### src/rtl/pe_db.sv
// pe_db: weight-stationary INT processing element with a double-buffered
// (shadow/active) weight, clear-and-accumulate for bubble-free tile changes,
// and a registered drain chain for finished accumulators.
// Optional feature macro: PE_SAT_EN (saturating accumulate plus sticky sat_flag).
// Without it the accumulator wraps in two's complement and sat_flag stays 0.
module pe_db #(
    parameter int unsigned A_W   = 8,
    parameter int unsigned W_W   = 8,
    parameter int unsigned ACC_W = 32,
    parameter int unsigned PIPE  = 1
) (
    input  logic             clk,
    input  logic             rst_n,
    input  logic [A_W-1:0]   a_in,
    input  logic             a_valid_in,
    input  logic [W_W-1:0]   b_in,
    input  logic             load_weight,
    input  logic             swap,
    input  logic             en,
    input  logic             clr,
    input  logic             capture,
    input  logic [ACC_W-1:0] drain_in,
    input  logic             drain_valid_in,
    output logic [A_W-1:0]   a_out,
    output logic             a_valid_out,
    output logic [W_W-1:0]   b_out,
    output logic             load_weight_out,
    output logic [ACC_W-1:0] acc,
    output logic [ACC_W-1:0] drain_out,
    output logic             drain_valid_out,
    output logic             sat_flag
);

    localparam int unsigned PROD_W = A_W + W_W;
    localparam int unsigned SUM_W  = ACC_W + 1;

    logic [W_W-1:0]   b_q;
    logic             lw_q;
    logic [W_W-1:0]   shadow_q, shadow_d;
    logic [W_W-1:0]   active_q, active_d;
    logic             loaded_q, loaded_d;
    logic [ACC_W-1:0] acc_q, acc_d;
    logic [ACC_W-1:0] drain_q, drain_d;
    logic             drain_valid_q, drain_valid_d;
    logic             sat_q, sat_d;

    logic                     mac_go;
    logic signed [PROD_W-1:0] a_ext, w_ext, prod;
    logic signed [ACC_W-1:0]  prod_ext;
    logic [ACC_W-1:0]         sum;
    logic                     ovf;

    // Signed product of the activation and the pre-edge active weight
    assign mac_go   = en & a_valid_in;
    assign a_ext    = PROD_W'($signed(a_in));
    assign w_ext    = PROD_W'($signed(active_q));
    assign prod     = a_ext * w_ext;
    assign prod_ext = ACC_W'(prod);

`ifdef PE_SAT_EN
    logic signed [SUM_W-1:0] sum_wide;

    // One guard bit detects leaving the signed ACC_W range; clamp toward the overflow side
    assign sum_wide = SUM_W'($signed(acc_q)) + SUM_W'(prod_ext);
    assign ovf      = sum_wide[ACC_W] ^ sum_wide[ACC_W-1];
    assign sum      = !ovf            ? sum_wide[ACC_W-1:0] :
                      sum_wide[ACC_W] ? {1'b1, {(ACC_W-1){1'b0}}} :
                                        {1'b0, {(ACC_W-1){1'b1}}};
`else
    // Plain two's-complement wrap
    assign sum = acc_q + prod_ext;
    assign ovf = 1'b0;
`endif

    // Next-state for weights, accumulator, flag and drain chain
    always_comb begin
        shadow_d      = shadow_q;
        active_d      = active_q;
        loaded_d      = loaded_q;
        acc_d         = acc_q;
        sat_d         = sat_q;
        drain_d       = drain_in;
        drain_valid_d = drain_valid_in;

        if (load_weight) begin
            shadow_d = b_in;
            loaded_d = 1'b1;
        end
        if (swap) begin
            active_d = shadow_q;
        end

        if (clr && mac_go) begin
            acc_d = prod_ext;
            sat_d = 1'b0;
        end else if (clr) begin
            acc_d = '0;
            sat_d = 1'b0;
        end else if (mac_go) begin
            acc_d = sum;
            if (ovf) begin
                sat_d = 1'b1;
            end
        end

        if (capture) begin
            drain_d       = acc_q;
            drain_valid_d = 1'b1;
        end
    end

    // State registers
    always_ff @(posedge clk or negedge rst_n) begin
        if (!rst_n) begin
            b_q           <= '0;
            lw_q          <= 1'b0;
            shadow_q      <= '0;
            active_q      <= '0;
            loaded_q      <= 1'b0;
            acc_q         <= '0;
            drain_q       <= '0;
            drain_valid_q <= 1'b0;
            sat_q         <= 1'b0;
        end else begin
            b_q           <= b_in;
            lw_q          <= load_weight;
            shadow_q      <= shadow_d;
            active_q      <= active_d;
            loaded_q      <= loaded_d;
            acc_q         <= acc_d;
            drain_q       <= drain_d;
            drain_valid_q <= drain_valid_d;
            sat_q         <= sat_d;
        end
    end

    assign b_out           = b_q;
    assign load_weight_out = lw_q;
    assign acc             = acc_q;
    assign drain_out       = drain_q;
    assign drain_valid_out = drain_valid_q;
    assign sat_flag        = sat_q;

    // Activation forwarding east, independent of en
    if (PIPE != 0) begin : g_a_pipe
        logic [A_W-1:0] a_q;
        logic           av_q;

        // One-cycle registered hop
        always_ff @(posedge clk or negedge rst_n) begin
            if (!rst_n) begin
                a_q  <= '0;
                av_q <= 1'b0;
            end else begin
                a_q  <= a_in;
                av_q <= a_valid_in;
            end
        end

        assign a_out       = a_q;
        assign a_valid_out = av_q;
    end else begin : g_a_comb
        assign a_out       = a_in;
        assign a_valid_out = a_valid_in;
    end

    // Accumulator must hold a full product
    if (ACC_W < PROD_W) begin : g_acc_w_check
        $error("pe_db: ACC_W must be at least A_W+W_W");
    end

`ifndef SYNTHESIS
    // Scheduler protocol checks
    always @(posedge clk) begin
        if (rst_n) begin
            assert (!(capture && drain_valid_in))
                else $error("pe_db: capture while drain_valid_in set, upstream drain data lost");
            assert (!swap || loaded_q)
                else $error("pe_db: swap before any load_weight since reset");
        end
    end
`endif

endmodule

### config.mk
export PLATFORM = sky130hd
export DESIGN_NAME = pe_db
export DESIGN_NICKNAME = d
export VERILOG_FILES = /design/src/rtl/pe_db.sv
export SDC_FILE = /design/constraint.sdc
export NUM_CORES = 1
export LEC_CHECK = 0
export CAP_MARGIN = 20
export CORE_MARGIN = 2
export CORE_UTILIZATION = 50
export DETAILED_ROUTE_END_ITERATION = 10
export PLACE_DENSITY = 0.77
export SLEW_MARGIN = 40
export SYNTH_ARGS = -nofsm -noshare
export SYNTH_HDL_FRONTEND = slang
export SYNTH_SLANG_ARGS = --single-unit
### constraint.sdc
create_clock -name clk -period 16.9 [get_ports clk]
set_clock_uncertainty 0.1 [all_clocks]
set_input_delay 1.69 -clock clk [delete_from_list [all_inputs] [get_ports clk]]
set_output_delay 1.69 -clock clk [all_outputs]
set_load 0.1 [all_outputs]
==> summary.txt <==
Status
  • Status: completed

Clocking
  • CTS root buffer: clkbuf_16
  • Skew-Pair Late Insertion Delay: 0.36 ns
  • Clock tree sinks: 99
  • Max Root-Sink Buffers: 2
  • Clock slew at reported path FFs: 0.07 ns
  • Num CTS Buffers: 9
  • Postcts setup bufs: 0
  • Post-CTS Hold Fix Bufs: 0
  • CTS tree: built
  • H-tree levels: 3
  • Post-CTS Resized: 0

Detailed routing
  • Pre-Repair DR Iteration Count: 5
  • Antenna viol nets, final: 0
  • Post-DR vias/cell: 5.38
  • Via count: 5859
  • Wire per inst: 15.2 um
  • DRT iter0 DRCs: 210
  • Final WL: roughly 17000 um
  • Residual DRC count: 0

Layout
  • Layout cells sized above 1: 19.4%
  • Layout area overhead: 18.6%
  • Antenna Diode Count: 0
  • Commonest non-fill, non-tap cell in the layout: dfrtp_1
  • Nets: roughly 1100
  • Fillers: 1319
  • Register area: 0.00248 sq mm
  • Most frequent cells in the layout: dfrtp_1 (99), inv_1 (94), buf_2 (83)
  • Multi-input logic area: 0.00485 sq mm

Synth
  • Post-synthesis cell count: around 770
  • Complex-gate fraction of the synthesized area: about 14%
  • Seq/Total Area, Yosys: between 30% and 40%
  • Leading register cell type out of synthesis: dfrtp_1
  • Post-synth ARST share: 100%
  • Post-Synth Simple-Gate Area: 11.2%
  • Syn Nets: between 900 and 1000
  • Number of synthesized register bits: 99
  • Synth Cell Area: 0.00780 sq mm
  • Number of synthesized flops with an enable pin: 0
  • Cell variety after synth: 68
  • Xor/xnor share of the synthesized area: 4.15%
  • Synthesized area per cell: 10.2 sq um
  • Post-synthesis mux area share: between 8 and 9%
  • Yosys warning count: 0
  • Post-Synth Adder-Cell Area: 24.3%
  • Largest family of logic cells by synthesized area: adder cells

Setup path
  • Worst EP arrival: 9.00 ns
  • Setup crit end kind: register
  • CP max FO: 18
  • Crit path largest cell delay: roughly 0.57 ns
  • Crit start category: primary input
  • Max stage delay cell, worst path: clkdlybuf4s50_1
  • Crit path kind: in2reg
  • Data required, critical path: 17.00 ns
  • FF-to-FF path depth: 23
  • Most used cell, CP: inv_1

Global routing
  • All-layer global routing usage: 21.1%
  • Largest net degree at the start of global routing: 57
  • Initial antenna violation count: 0
  • Gr ovfl total: 0
  • Vias in the first global route: 5866
  • First-pass GRT wire length: 27800 um

Placement
  • Post-DP HPWL: 12800 um
  • GP Congestion: 0.878
  • Input/output buffers: 139
  • Place WS: 7.60 ns

STA
  • Slew at the pin with the worst max-slew slack: between 0.7 and 0.8 ns
  • Slew margin rel.: 52.7%
  • Total negative setup slack: 0 ns
  • Final setup fails: 0
  • Final WS setup: 8.00 ns
  • Final hold violations: 0
  • Minimum clock period: 8.90 ns
  • Fmax: roughly 110 MHz
  • Final period util: 52.7%
  • RSZ-0062 raised after global routing: no
  • Max-slew violation count: 0

Die
  • Die height: 129 um
  • Die area: around 0.017 sq mm
  • Core footprint: 0.0152 sq mm
  • Initial Utilization: roughly half
  • Row cnt: 45
  • Io pins: about 140
  • Chip width: 129 um

Hold path
  • Hold Path Class: reg2reg
  • Worst hold path depth: 1

Flow run
  • Max cap viols: 0
flip-flops by register name (all words and copies together) (netlist names):
name             cells
acc                 32
drain_out           32
a_out                8
active_q             8
b_out                8
shadow_q             8
a_valid_out          1
drain_valid_out      1
load_weight_out      1
stage by stage:
stage | util, % | cells | instance area, sq um | hold slack [ns]
finish | 60.9 | 1090 | 9250 | 0.404
global route | 60.9 | 1090 | 9250 | 0.428
CTS | 60.9 | 1090 | 9250 | 0.407
detailed placement | 58.7 | 1074 | 8930 | 0.391
global placement | 61.5 | 1074 | 9340 | 0.386
floorplan | - | 766 | 7800 | 0.375
Yosys cell counts (all sizes together), types with 2 or more instances:
cell	number	share of area [%]
xor2	12	1.3
nand2	43	2.1
o21a	11	1.1
mux2	50	7.3
nor3	9	0.58
dfrtp	99	32
o211ai	7	0.67
buf	9	0.71
nor2	27	1.4
o31a	2	0.22
nand3	15	1.1
a311oi	2	0.53
xnor2	25	2.8
a21o	15	1.5
o21bai	6	0.58
ha	62	9.9
clkbuf	15	0.87
and2	47	3.8
a2bb2oi	2	0.22
fa	56	14
or2	2	0.16
a21oi	61	4.0
a31oi	7	0.75
and3	5	0.45
o221ai	2	0.30
inv	94	4.5
nand2b	4	0.32
nor2b	9	0.72
a211oi	4	0.38
nand4	3	0.32
o21ai	37	2.5
mux2i	8	1.0
layer usage:
metal	track usage (%)	routed length, um
met1	26.5	7360
met2	37.1	8120
met3	3.20	767
met4	7.42	336
met5	0	0
final timing paths:
kind / startpoint / to / slack (ns)
max in group asynchronous: rst_n / a_out[7]$_DFF_PN0_ / 14.37
min reg2reg: shadow_q[1]$_DFFE_PN0P_ / shadow_q[1]$_DFFE_PN0P_ / 0.40
max reg2reg: active_q[7]$_DFFE_PN0P_ / acc[28]$_DFFE_PN0P_ / 9.44
min in group asynchronous: rst_n / drain_out[28]$_DFF_PN0_ / 1.22
min: shadow_q[1]$_DFFE_PN0P_ / shadow_q[1]$_DFFE_PN0P_ / 0.40
max: a_in[3] / acc[28]$_DFFE_PN0P_ / 8.00
cell type report:
cell class              instances  share of cell area [%]
flip-flops and latches         99                    26.8
repair buffers                144                    10.9
clock inverters                 5                   0.906
inverters                      95                    3.85
clock buffers                  11                    2.62
well taps                     188                    2.54
multi-input cells             548                    52.4
logic make-up after synthesis:
kind of cell | after synthesis
adder cells (fa/ha/maj) | 118
multiplexers | 58
AND/OR/NAND/NOR | 167
other | 1
flip-flops | 99
buffers and inverters | 119
AO/OA/AOI/OAI | 167
XOR/XNOR | 37
critical path: cells and delay by family:
kind	cells	cell delay, ns
buf+inv	6	1.26
simple gates	3	0.73
mux	1	0.23
xor+xnor	1	0.47
fa+ha+maj	6	2.86
compound gates	9	1.74
Power is left out: the tool's default activity adds up to more than one toggle a clock period on the data nets, which glitch-free logic cannot reach.
